## src/rtl/photon_avg_accumulator_pkg.sv

```systemverilog
// Shared types and default widths for the Raman photon averaging chain.
package raman_avg_pkg;

    localparam int AVG_N  = 20;
    localparam int AVG_SW = 4;

    localparam logic [AVG_N-1:0] AVG_MAX = {AVG_N{1'b1}};

    typedef enum logic [1:0] {
        IDLE      = 2'd0,
        ACCUM     = 2'd1,
        DIV_START = 2'd2,
        DIV_WAIT  = 2'd3
    } avg_state_t;

endpackage

```

## src/rtl/photon_avg_accumulator_if.sv

```systemverilog
// Start/result handshake between the photon averager and the sequential divider.
interface photon_avg_accumulator_if
    import raman_avg_pkg::*;
#(
    parameter int N = AVG_N
);
    logic         div_start;
    logic [N-1:0] div_divident;
    logic [N-1:0] div_divider;
    logic         div_ready;
    logic [N-1:0] div_quotient;
    logic [N-1:0] div_reminder;

    modport master (
        output div_start,
        output div_divident,
        output div_divider,
        input  div_ready,
        input  div_quotient,
        input  div_reminder
    );

    modport slave (
        input  div_start,
        input  div_divident,
        input  div_divider,
        output div_ready,
        output div_quotient,
        output div_reminder
    );
endinterface

```

## src/rtl/photon_avg_accumulator_sat_add.sv

```systemverilog
// N-bit unsigned adder that clamps to all-ones and flags when it does.
module avg_sat_add
    import raman_avg_pkg::*;
#(
    parameter int N = AVG_N
) (
    input  logic [N-1:0] a,
    input  logic [N-1:0] b,
    output logic [N-1:0] y,
    output logic         sat
);
    logic [N:0] full_sum;

    assign full_sum = {1'b0, a} + {1'b0, b};
    assign sat      = full_sum[N];
    assign y        = full_sum[N] ? {N{1'b1}} : full_sum[N-1:0];
endmodule

```

## src/rtl/photon_avg_accumulator.sv

```systemverilog
// Accumulates n_avg photon-count samples, then divides the sum by n_avg via the external divider.
// Define PHOTON_AVG_ROUND_EN to bias the dividend by n_avg/2 for a round-to-nearest average.
module photon_avg_accumulator
    import raman_avg_pkg::*;
#(
    parameter int N  = AVG_N,
    parameter int SW = AVG_SW
) (
    input  logic                      clk,
    input  logic                      rst,
    input  logic                      go,
    input  logic [N-1:0]              n_avg,
    input  logic                      sample_valid,
    input  logic [SW-1:0]             sample,
    photon_avg_accumulator_if.master  div,
    output logic [N-1:0]              avg_out,
    output logic [N-1:0]              avg_rem,
    output logic                      avg_valid,
    output logic                      busy,
    output logic                      overflow
);
    avg_state_t   state_reg, state_next;
    logic [N-1:0] n_avg_reg, n_avg_next;
    logic [N-1:0] sum_reg, sum_next;
    logic [N-1:0] count_reg, count_next;
    logic         overflow_reg, overflow_next;
    logic         div_start_reg, div_start_next;
    logic [N-1:0] divident_reg, divident_next;
    logic [N-1:0] divider_reg, divider_next;
    logic [N-1:0] avg_out_reg, avg_out_next;
    logic [N-1:0] avg_rem_reg, avg_rem_next;
    logic         avg_valid_reg, avg_valid_next;

    logic [N-1:0] sample_ext;
    logic [N-1:0] acc_sum;
    logic         acc_sat;
    logic [N-1:0] count_inc;
    logic [N-1:0] final_dividend;
    logic         final_sat;

    assign sample_ext = {{(N-SW){1'b0}}, sample};
    assign count_inc  = count_reg + N'(1);

    avg_sat_add #(.N(N)) u_acc_add (
        .a   (sum_reg),
        .b   (sample_ext),
        .y   (acc_sum),
        .sat (acc_sat)
    );

`ifdef PHOTON_AVG_ROUND_EN
    logic [N-1:0] bias_sum;
    logic         bias_sat;

    // Bias is applied to the post-final-sample sum so the divider still starts one cycle later.
    avg_sat_add #(.N(N)) u_bias_add (
        .a   (acc_sum),
        .b   (n_avg_reg >> 1),
        .y   (bias_sum),
        .sat (bias_sat)
    );

    assign final_dividend = bias_sum;
    assign final_sat      = acc_sat | bias_sat;
`else
    assign final_dividend = acc_sum;
    assign final_sat      = acc_sat;
`endif

    always_comb begin
        state_next     = state_reg;
        n_avg_next     = n_avg_reg;
        sum_next       = sum_reg;
        count_next     = count_reg;
        overflow_next  = overflow_reg;
        div_start_next = 1'b0;
        divident_next  = divident_reg;
        divider_next   = divider_reg;
        avg_out_next   = avg_out_reg;
        avg_rem_next   = avg_rem_reg;
        avg_valid_next = 1'b0;

        case (state_reg)
            IDLE: begin
                // A zero-length run is refused so the divider never sees a zero divisor.
                if (go && (n_avg != '0)) begin
                    n_avg_next    = n_avg;
                    sum_next      = '0;
                    count_next    = '0;
                    overflow_next = 1'b0;
                    state_next    = ACCUM;
                end
            end
            ACCUM: begin
                if (sample_valid) begin
                    sum_next      = acc_sum;
                    count_next    = count_inc;
                    overflow_next = overflow_reg | acc_sat;
                    if (count_inc == n_avg_reg) begin
                        overflow_next  = overflow_reg | final_sat;
                        divident_next  = final_dividend;
                        divider_next   = n_avg_reg;
                        div_start_next = 1'b1;
                        state_next     = DIV_START;
                    end
                end
            end
            DIV_START: begin
                state_next = DIV_WAIT;
            end
            DIV_WAIT: begin
                if (div.div_ready) begin
                    avg_out_next   = div.div_quotient;
                    avg_rem_next   = div.div_reminder;
                    avg_valid_next = 1'b1;
                    state_next     = IDLE;
                end
            end
            default: begin
                state_next = IDLE;
            end
        endcase
    end

    always_ff @(posedge clk) begin
        if (rst) begin
            state_reg     <= IDLE;
            n_avg_reg     <= '0;
            sum_reg       <= '0;
            count_reg     <= '0;
            overflow_reg  <= 1'b0;
            div_start_reg <= 1'b0;
            divident_reg  <= '0;
            divider_reg   <= '0;
            avg_out_reg   <= '0;
            avg_rem_reg   <= '0;
            avg_valid_reg <= 1'b0;
        end else begin
            state_reg     <= state_next;
            n_avg_reg     <= n_avg_next;
            sum_reg       <= sum_next;
            count_reg     <= count_next;
            overflow_reg  <= overflow_next;
            div_start_reg <= div_start_next;
            divident_reg  <= divident_next;
            divider_reg   <= divider_next;
            avg_out_reg   <= avg_out_next;
            avg_rem_reg   <= avg_rem_next;
            avg_valid_reg <= avg_valid_next;
        end
    end

    assign div.div_start    = div_start_reg;
    assign div.div_divident = divident_reg;
    assign div.div_divider  = divider_reg;

    assign avg_out   = avg_out_reg;
    assign avg_rem   = avg_rem_reg;
    assign avg_valid = avg_valid_reg;
    assign busy      = (state_reg != IDLE);
    assign overflow  = overflow_reg;
endmodule

```

## src/flat_wrapper.sv

```systemverilog
// flat-port wrapper written by rule: the top's interface ports become plain ports
module photon_avg_accumulator_flat import raman_avg_pkg::*;
#(
    parameter int N  = AVG_N,
    parameter int SW = AVG_SW
)
  (clk, rst, go, n_avg, sample_valid, sample, avg_out, avg_rem, avg_valid, busy, overflow, div_div_start, div_div_divident, div_div_divider, div_div_ready, div_div_quotient, div_div_reminder);
  photon_avg_accumulator_if #(.N(N)) div_i ();
  input  logic clk;
  input  logic rst;
  input  logic go;
  input  logic [N-1:0] n_avg;
  input  logic sample_valid;
  input  logic [SW-1:0] sample;
  output logic [N-1:0] avg_out;
  output logic [N-1:0] avg_rem;
  output logic avg_valid;
  output logic busy;
  output logic overflow;
  output wire logic [$bits(div_i.div_start)-1:0] div_div_start;
  output wire logic [$bits(div_i.div_divident)-1:0] div_div_divident;
  output wire logic [$bits(div_i.div_divider)-1:0] div_div_divider;
  input wire logic [$bits(div_i.div_ready)-1:0] div_div_ready;
  input wire logic [$bits(div_i.div_quotient)-1:0] div_div_quotient;
  input wire logic [$bits(div_i.div_reminder)-1:0] div_div_reminder;
  assign div_div_start = div_i.div_start;
  assign div_div_divident = div_i.div_divident;
  assign div_div_divider = div_i.div_divider;
  assign div_i.div_ready = div_div_ready;
  assign div_i.div_quotient = div_div_quotient;
  assign div_i.div_reminder = div_div_reminder;
  photon_avg_accumulator #(.N(N), .SW(SW)) u_core (.clk(clk), .rst(rst), .go(go), .n_avg(n_avg), .sample_valid(sample_valid), .sample(sample), .div(div_i), .avg_out(avg_out), .avg_rem(avg_rem), .avg_valid(avg_valid), .busy(busy), .overflow(overflow));
endmodule
```

## config.mk

```make
export PLATFORM = sky130hd
export DESIGN_NAME = photon_avg_accumulator_flat
export DESIGN_NICKNAME = d
export VERILOG_FILES = /design/src/rtl/photon_avg_accumulator_pkg.sv /design/src/rtl/photon_avg_accumulator_if.sv /design/src/rtl/photon_avg_accumulator_sat_add.sv /design/src/rtl/photon_avg_accumulator.sv /design/src/flat_wrapper.sv
export SDC_FILE = /design/constraint.sdc
export NUM_CORES = 1
export LEC_CHECK = 0
export CAP_MARGIN = 20
export CORE_ASPECT_RATIO = 1.2
export CORE_UTILIZATION = 57
export DETAILED_ROUTE_END_ITERATION = 10
export PLACE_DENSITY = 0.87
export SYNTH_ARGS = -nofsm -noshare
export SYNTH_HDL_FRONTEND = slang
export SYNTH_HIERARCHICAL = 1
export SYNTH_SLANG_ARGS = --single-unit
```

## constraint.sdc

```tcl
create_clock -name clk -period 4.7 [get_ports clk]
set_clock_uncertainty 0.2 [all_clocks]
set_input_delay 0.47 -clock clk [delete_from_list [all_inputs] [get_ports clk]]
set_output_delay 0.47 -clock clk [all_outputs]
set_load 0.01 [all_outputs]
```

# Yosys cells after proc, flatten, opt, wreduce, memory -nomap -nowiden
# Cells that the tools add are included.
[word_totals] regBits=145 in_bits=69
[classes] n_bitwise=4 eq_ne=8 n_reduce_logical=12 n_mux=16 add_sub_neg=2
[ops] operator="$mux W20" n=4
[ops] operator="$pmux W20 S2" n=2
[ops] operator="$add A20 B4 Y21" n=1
[ops] operator="$add A20 B1 Y20 const B" n=1
[ops] operator="$eq A20 B20 Y1" n=1
[ops] operator="$reduce_bool A20 Y1" n=1
[ops] operator="$mux W2" n=4
[ops] operator="$pmux W2 S4" n=1
[ops] operator="$reduce_and A3 Y1" n=2
[ops] operator="$eq A2 B2 Y1 const B" n=2
[ops] operator="$mux W1" n=4
[ops] operator="$ne A2 B1 Y1 const B" n=2
[ops] operator="$ne A2 B2 Y1 const B" n=2
[ops] operator="$reduce_and A2 Y1" n=2
[ops] operator="$reduce_and A4 Y1" n=1
[ops] operator="$reduce_bool A2 Y1" n=2
[ops] operator="$not A1 Y1" n=3
[ops] operator="$reduce_or A3 Y1" n=1
[ops] operator="$eq A2 B1 Y1 const B" n=1
[ops] operator="$logic_not A2 Y1" n=1
[ops] operator="$pmux W1 S2" n=1
[ops] operator="$reduce_or A2 Y1" n=1
[ops] operator="$logic_and A1 B1 Y1" n=1
[ops] operator="$or A1 B1 Y1" n=1

# Longest topological paths before layout
[depth] word_depth=5 depth_mapped=12 depth_no_buf=10

# By module
# The synthesis kept the hierarchy.
[modules_own_cells] module="photon_avg_accumulator" area_each_um2=6641.4 cells_each=769 n_inst=1
[modules_own_cells] module="avg_sat_add" area_each_um2=1183.6 cells_each=171 n_inst=1

# Worst setup path after synthesis
# No wires, ideal clock.
[synth_path] path_type="reg-to-reg" from="reg u_core.count_reg[0]" to="reg u_core.divident_reg[0] (netlist: u_core/div.div_divident[0])" t_arrival_ns=2.850 path_stages_with_launch=11 required_ns=4.428 setup_time_ns=0.072 period_less_slack_ns=3.121 slack_ns=1.579 cell_sequence="dfxtp_1 -> ha_1 -> nand3_1 -> buf_2 -> nor2_1 -> o21ai_1 -> or3_1 -> or4b_4 -> nor3_4 -> buf_6 -> mux2i_1"
[synth_via] elab_chain_cells=3
[synth_rtl] element="start: declaration" line="photon_avg_accumulator.sv:25" rtl="logic [N-1:0] count_reg, count_next;"
[synth_rtl] element="start signal: assignment" line="photon_avg_accumulator.sv:142" rtl="count_reg <= count_next;"
[synth_rtl] element="$add A20 B1 Y20" line="photon_avg_accumulator.sv:42" rtl="assign count_inc = count_reg + N'(1);"
[synth_rtl] element="$eq A20 B20 Y1" line="photon_avg_accumulator.sv:99" rtl="if (count_inc == n_avg_reg) begin"
[synth_rtl] element="$reduce_and A3 Y1 (no line)"
[synth_rtl] element="end signal: assignment" line="photon_avg_accumulator.sv:145" rtl="divident_reg <= divident_next;"
[synth_rtl] element="end: declaration" line="photon_avg_accumulator.sv:28" rtl="logic [N-1:0] divident_reg, divident_next;"
# No other way between the ends.
# A chain may end at the register's enable or synchronous reset.

# Worst setup path in the final report
[layout_path] from="reg u_core.count_reg[0]" to="reg u_core.divident_reg[19] (netlist: u_core/div.div_divident[19])"
# Same word-level chain as after synthesis.

==> results.json <==
{
  "outcome": "finished clean",
  "io_buffers": 152,
  "clk_pin_slew_worst_paths_ps": 60,
  "min_path_cells": 2,
  "synth_simple_gate_area_frac": 0.256,
  "power.density_nw_per_um2": 394,
  "cts_resized": 0,
  "cts_tree": "done",
  "synth_cell_type_count": 73,
  "reg2reg_slack_ps": 770,
  "cts_sinks": 145,
  "power.internal_mw": 2.60,
  "synth_top_area_share": 0.371,
  "synth-seq-cells": 145,
  "seq_power_share": 0.353,
  "cp-end-kind": "register",
  "rows": 46,
  "yosysWarnings": 6,
  "cts_hold_buf": 0,
  "worstRegToRegCells": 9,
  "final_hold_viol_count": 0,
  "drive_above_1_share": 0.0579,
  "worstHoldStart": "u_core/avg_out[11]",
  "die_area_um2": 14200,
  "path_cells": "ha_1, nand3_1, nor4_4, xnor2_1, o21ai_0, or4b_4, nor3_4, buf_4, mux2i_1",
  "worst-setup-path-type": "reg2reg",
  "tightest_slew_ps": 808,
  "synthMuxAreaShare": 0.0768,
  "fin_nets": 1171,
  "dp.cells": 1224,
  "setup_viol": 0,
  "ant_nets": 0,
  "grt_pass1_vias": 6802,
  "switching_share": 0.342,
  "globalRouteOverflowTotal": 0,
  "arrival_ps": 4080,
  "postSynthCellCount": 940,
  "grt_pass1_wl_mm": 31.8,
  "fillerInstances": 924,
  "dp_hpwl_mm": 13.6,
  "cts-root-buf": "clkbuf_16",
  "cap_viol_max_count": 0,
  "cts.path.max_buffers": 2,
  "initial_core_util": 0.589,
  "grt_usage": 0.282,
  "htreeDepth": 4,
  "cts_buffers": 17,
  "crit_path_start_kind": "register",
  "syn_avg_cell_area_um2": 8.32,
  "fp.dieH_um": 130,
  "tns_ps": 0,
  "fp.coreArea_um2": 13300,
  "dpl_worst_slack_ps": 718,
  "required_ps": 4850,
  "synth_compound_area_frac": 0.170,
  "fmaxAchievable_mhz": 254,
  "routed_wl_mm": 19.9,
  "switchingPower_mw": 1.35,
  "syn_to_final_growth_pct": 28.0,
  "reg2reg_to": "u_core/div.div_divident[19]",
  "grt_start_max_net_pins": 99,
  "yosys-top-cells-area": "dfxtp_1, mux2i_1, nand2b_1",
  "fin_crit_ps": 3930,
  "async_reset_ff_frac": 0,
  "post-route-period-util": 0.836,
  "die_w_um": 109,
  "max-vdd-ir-drop_mv": 0.263,
  "vias": 7188,
  "cp_slowest_stage_delay_ps": 640,
  "power_frac_clock": 0.348,
  "gp_congestion": 0.854,
  "yosys_most_used_dff": "dfxtp_1",
  "rsz0062_at_grt": "false",
  "totalPowerFinal_mw": 3.95,
  "cp_slowest_cell": "nor4_4",
  "antenna_found_initial": 0,
  "relSlewSlack": 0.461,
  "synth-seq-area-share": 0.371,
  "synth_top_family_by_area": "simple AND/OR/NAND/NOR gates",
  "drc": 0,
  "first_iter_violations": 471,
  "post_cts_buffers": 0,
  "finalWorstSetupSlack_ps": 770,
  "cp_max_fo": 23,
  "p_comb_frac": 0.299,
  "antenna_cells": 0,
  "post_drt_wl_per_cell_um": 15.9,
  "power.static_leakage_nw": 3.66,
  "worstReg2RegStart": "u_core/count_reg[0]",
  "pin_count": 153,
  "drv_slew": 0,
  "hp-class": "reg2reg",
  "synth_xor_area_frac": 0.0392,
  "synth_edf_count": 0,
  "clk_latency_ps": 420,
  "yosys.area_share.adder": 0.0441,
  "routed_via_density": 5.72,
  "netlist_area_um2": 7830,
  "min_to": "u_core/avg_out[11]",
  "stdcell_count": 1256,
  "yosysTopAreaCell": "dfxtp_1",
  "dr.pass1.iters": 5
}
[logic make-up (layout without fill, tap and decap cells)]
| group | Yosys count | count (layout) |
|---|---|---|
| buffers and inverters | 74 | 207 |
| other | 1 | 16 |
| adders and majority gates | 27 | 27 |
| AOI/OAI and AO/OA | 210 | 210 |
| muxes | 60 | 60 |
| DFF | 145 | 145 |
| and+or+nand+nor | 388 | 388 |
| xor gates and xnor gates | 35 | 35 |
[cell usage in the layout, fill, tap and decap left out, drive strengths merged, types with 4 or more instances in the layout]
cell type,instances
a211oi,10
a21o,7
a21oi,82
a22oi,23
a31oi,4
and2,5
and4,4
buf,11
clkbuf,17
clkdlybuf4s50,151
clkinv,5
conb,16
dfxtp,145
ha,26
inv,19
mux2i,60
nand2,124
nand2b,85
nand3,14
nand3b,5
nand4,10
nor2,78
nor2b,7
nor3,14
nor4,12
o21a,6
o21ai,45
o21bai,6
o31ai,4
or3,11
or4,5
xnor2,25
xor2,10
[cells in the mapped netlist (3+ instances only)]
| master | instances |
|---|---|
| nor3_1 | 13 |
| ha_1 | 26 |
| nand4_2 | 3 |
| a31oi_1 | 3 |
| or3_1 | 11 |
| a21oi_1 | 82 |
| clkbuf_1 | 42 |
| nand3b_1 | 5 |
| or4_1 | 5 |
| buf_2 | 8 |
| and2_1 | 5 |
| o31ai_1 | 4 |
| xor2_1 | 10 |
| o21bai_1 | 6 |
| a22oi_1 | 23 |
| inv_1 | 12 |
| xnor2_1 | 25 |
| a211oi_1 | 9 |
| and3_1 | 3 |
| buf_6 | 6 |
| nor2b_1 | 7 |
| buf_1 | 4 |
| nand2_1 | 124 |
| o21ai_0 | 42 |
| a21o_1 | 7 |
| and4_1 | 4 |
| dfxtp_1 | 145 |
| nand2b_1 | 85 |
| nor2_1 | 77 |
| nand4_1 | 7 |
| nor4_1 | 9 |
| o211ai_1 | 3 |
| o21a_1 | 6 |
| nand3_1 | 13 |
| mux2i_1 | 60 |
[critical path, delay by kind of cell, from the launching register on]
kind                       cells  cell delay (ps)
adders and majority gates      1              310
DFF                            1              460
buffers and inverters          1              400
muxes                          1              240
AOI/OAI and AO/OA              1              160
and+or+nand+nor                4             1860
xor gates and xnor gates       1              200
[power by group through the flow]
stage	Clock (mW)	Combinational [mW]	Sequential (mW)
2_1_floorplan	0	0.834	1.41
3_3_place_gp	0	1.11	1.42
3_5_place_dp	0	1.13	1.42
4_1_cts	1.39	1.15	1.39
5_1_grt	1.45	1.30	1.41
6_report	1.37	1.18	1.40
[layer usage]
layer	track usage	share of wire	vias to the layer above
met1	0.326	0.42	3409
met3	0.0490	0.044	51
met5	0	0	-
met4	0.137	0.031	0
met2	0.498	0.51	189
li1	-	-	3539
[stage by stage]
step                      hold slack [ps]  instance area (um^2)   util
after floorplan                       269                  7880      -
after global placement                241                  9420  0.708
after detailed placement              246                  9420  0.708
after CTS                             254                 10000  0.753
after global routing                  271                 10000  0.753
final                                 251                 10000  0.753
[area by class of cell]
class | instances | area [um^2] | share of cell area
multi-input combinational | 736 | 4650 | 0.464
sequential | 145 | 2900 | 0.290
timing repair buffer | 162 | 1610 | 0.160
clock buffer | 17 | 425 | 0.0425
tap | 168 | 210 | 0.0210
clock inverter | 15 | 175 | 0.0175
inverter | 13 | 48.8 | 0.00487
[how the worst max path moves through the flow]
stage	start	to	slack (ps)	depth (start not counted)
after floorplan	u_core/count_reg[0]	u_core/div.div_divident[0]	1580	10
after global placement	sample[0]	u_core/sum_reg[9]	770	11
after detailed placement	sample[0]	u_core/sum_reg[4]	720	11
after CTS	u_core/count_reg[0]	u_core/div.div_divider[14]	820	9
after global routing	u_core/count_reg[0]	u_core/div.div_divider[16]	510	9
final	u_core/count_reg[0]	u_core/div.div_divident[19]	770	9
(Power assumes the default switching activity.)
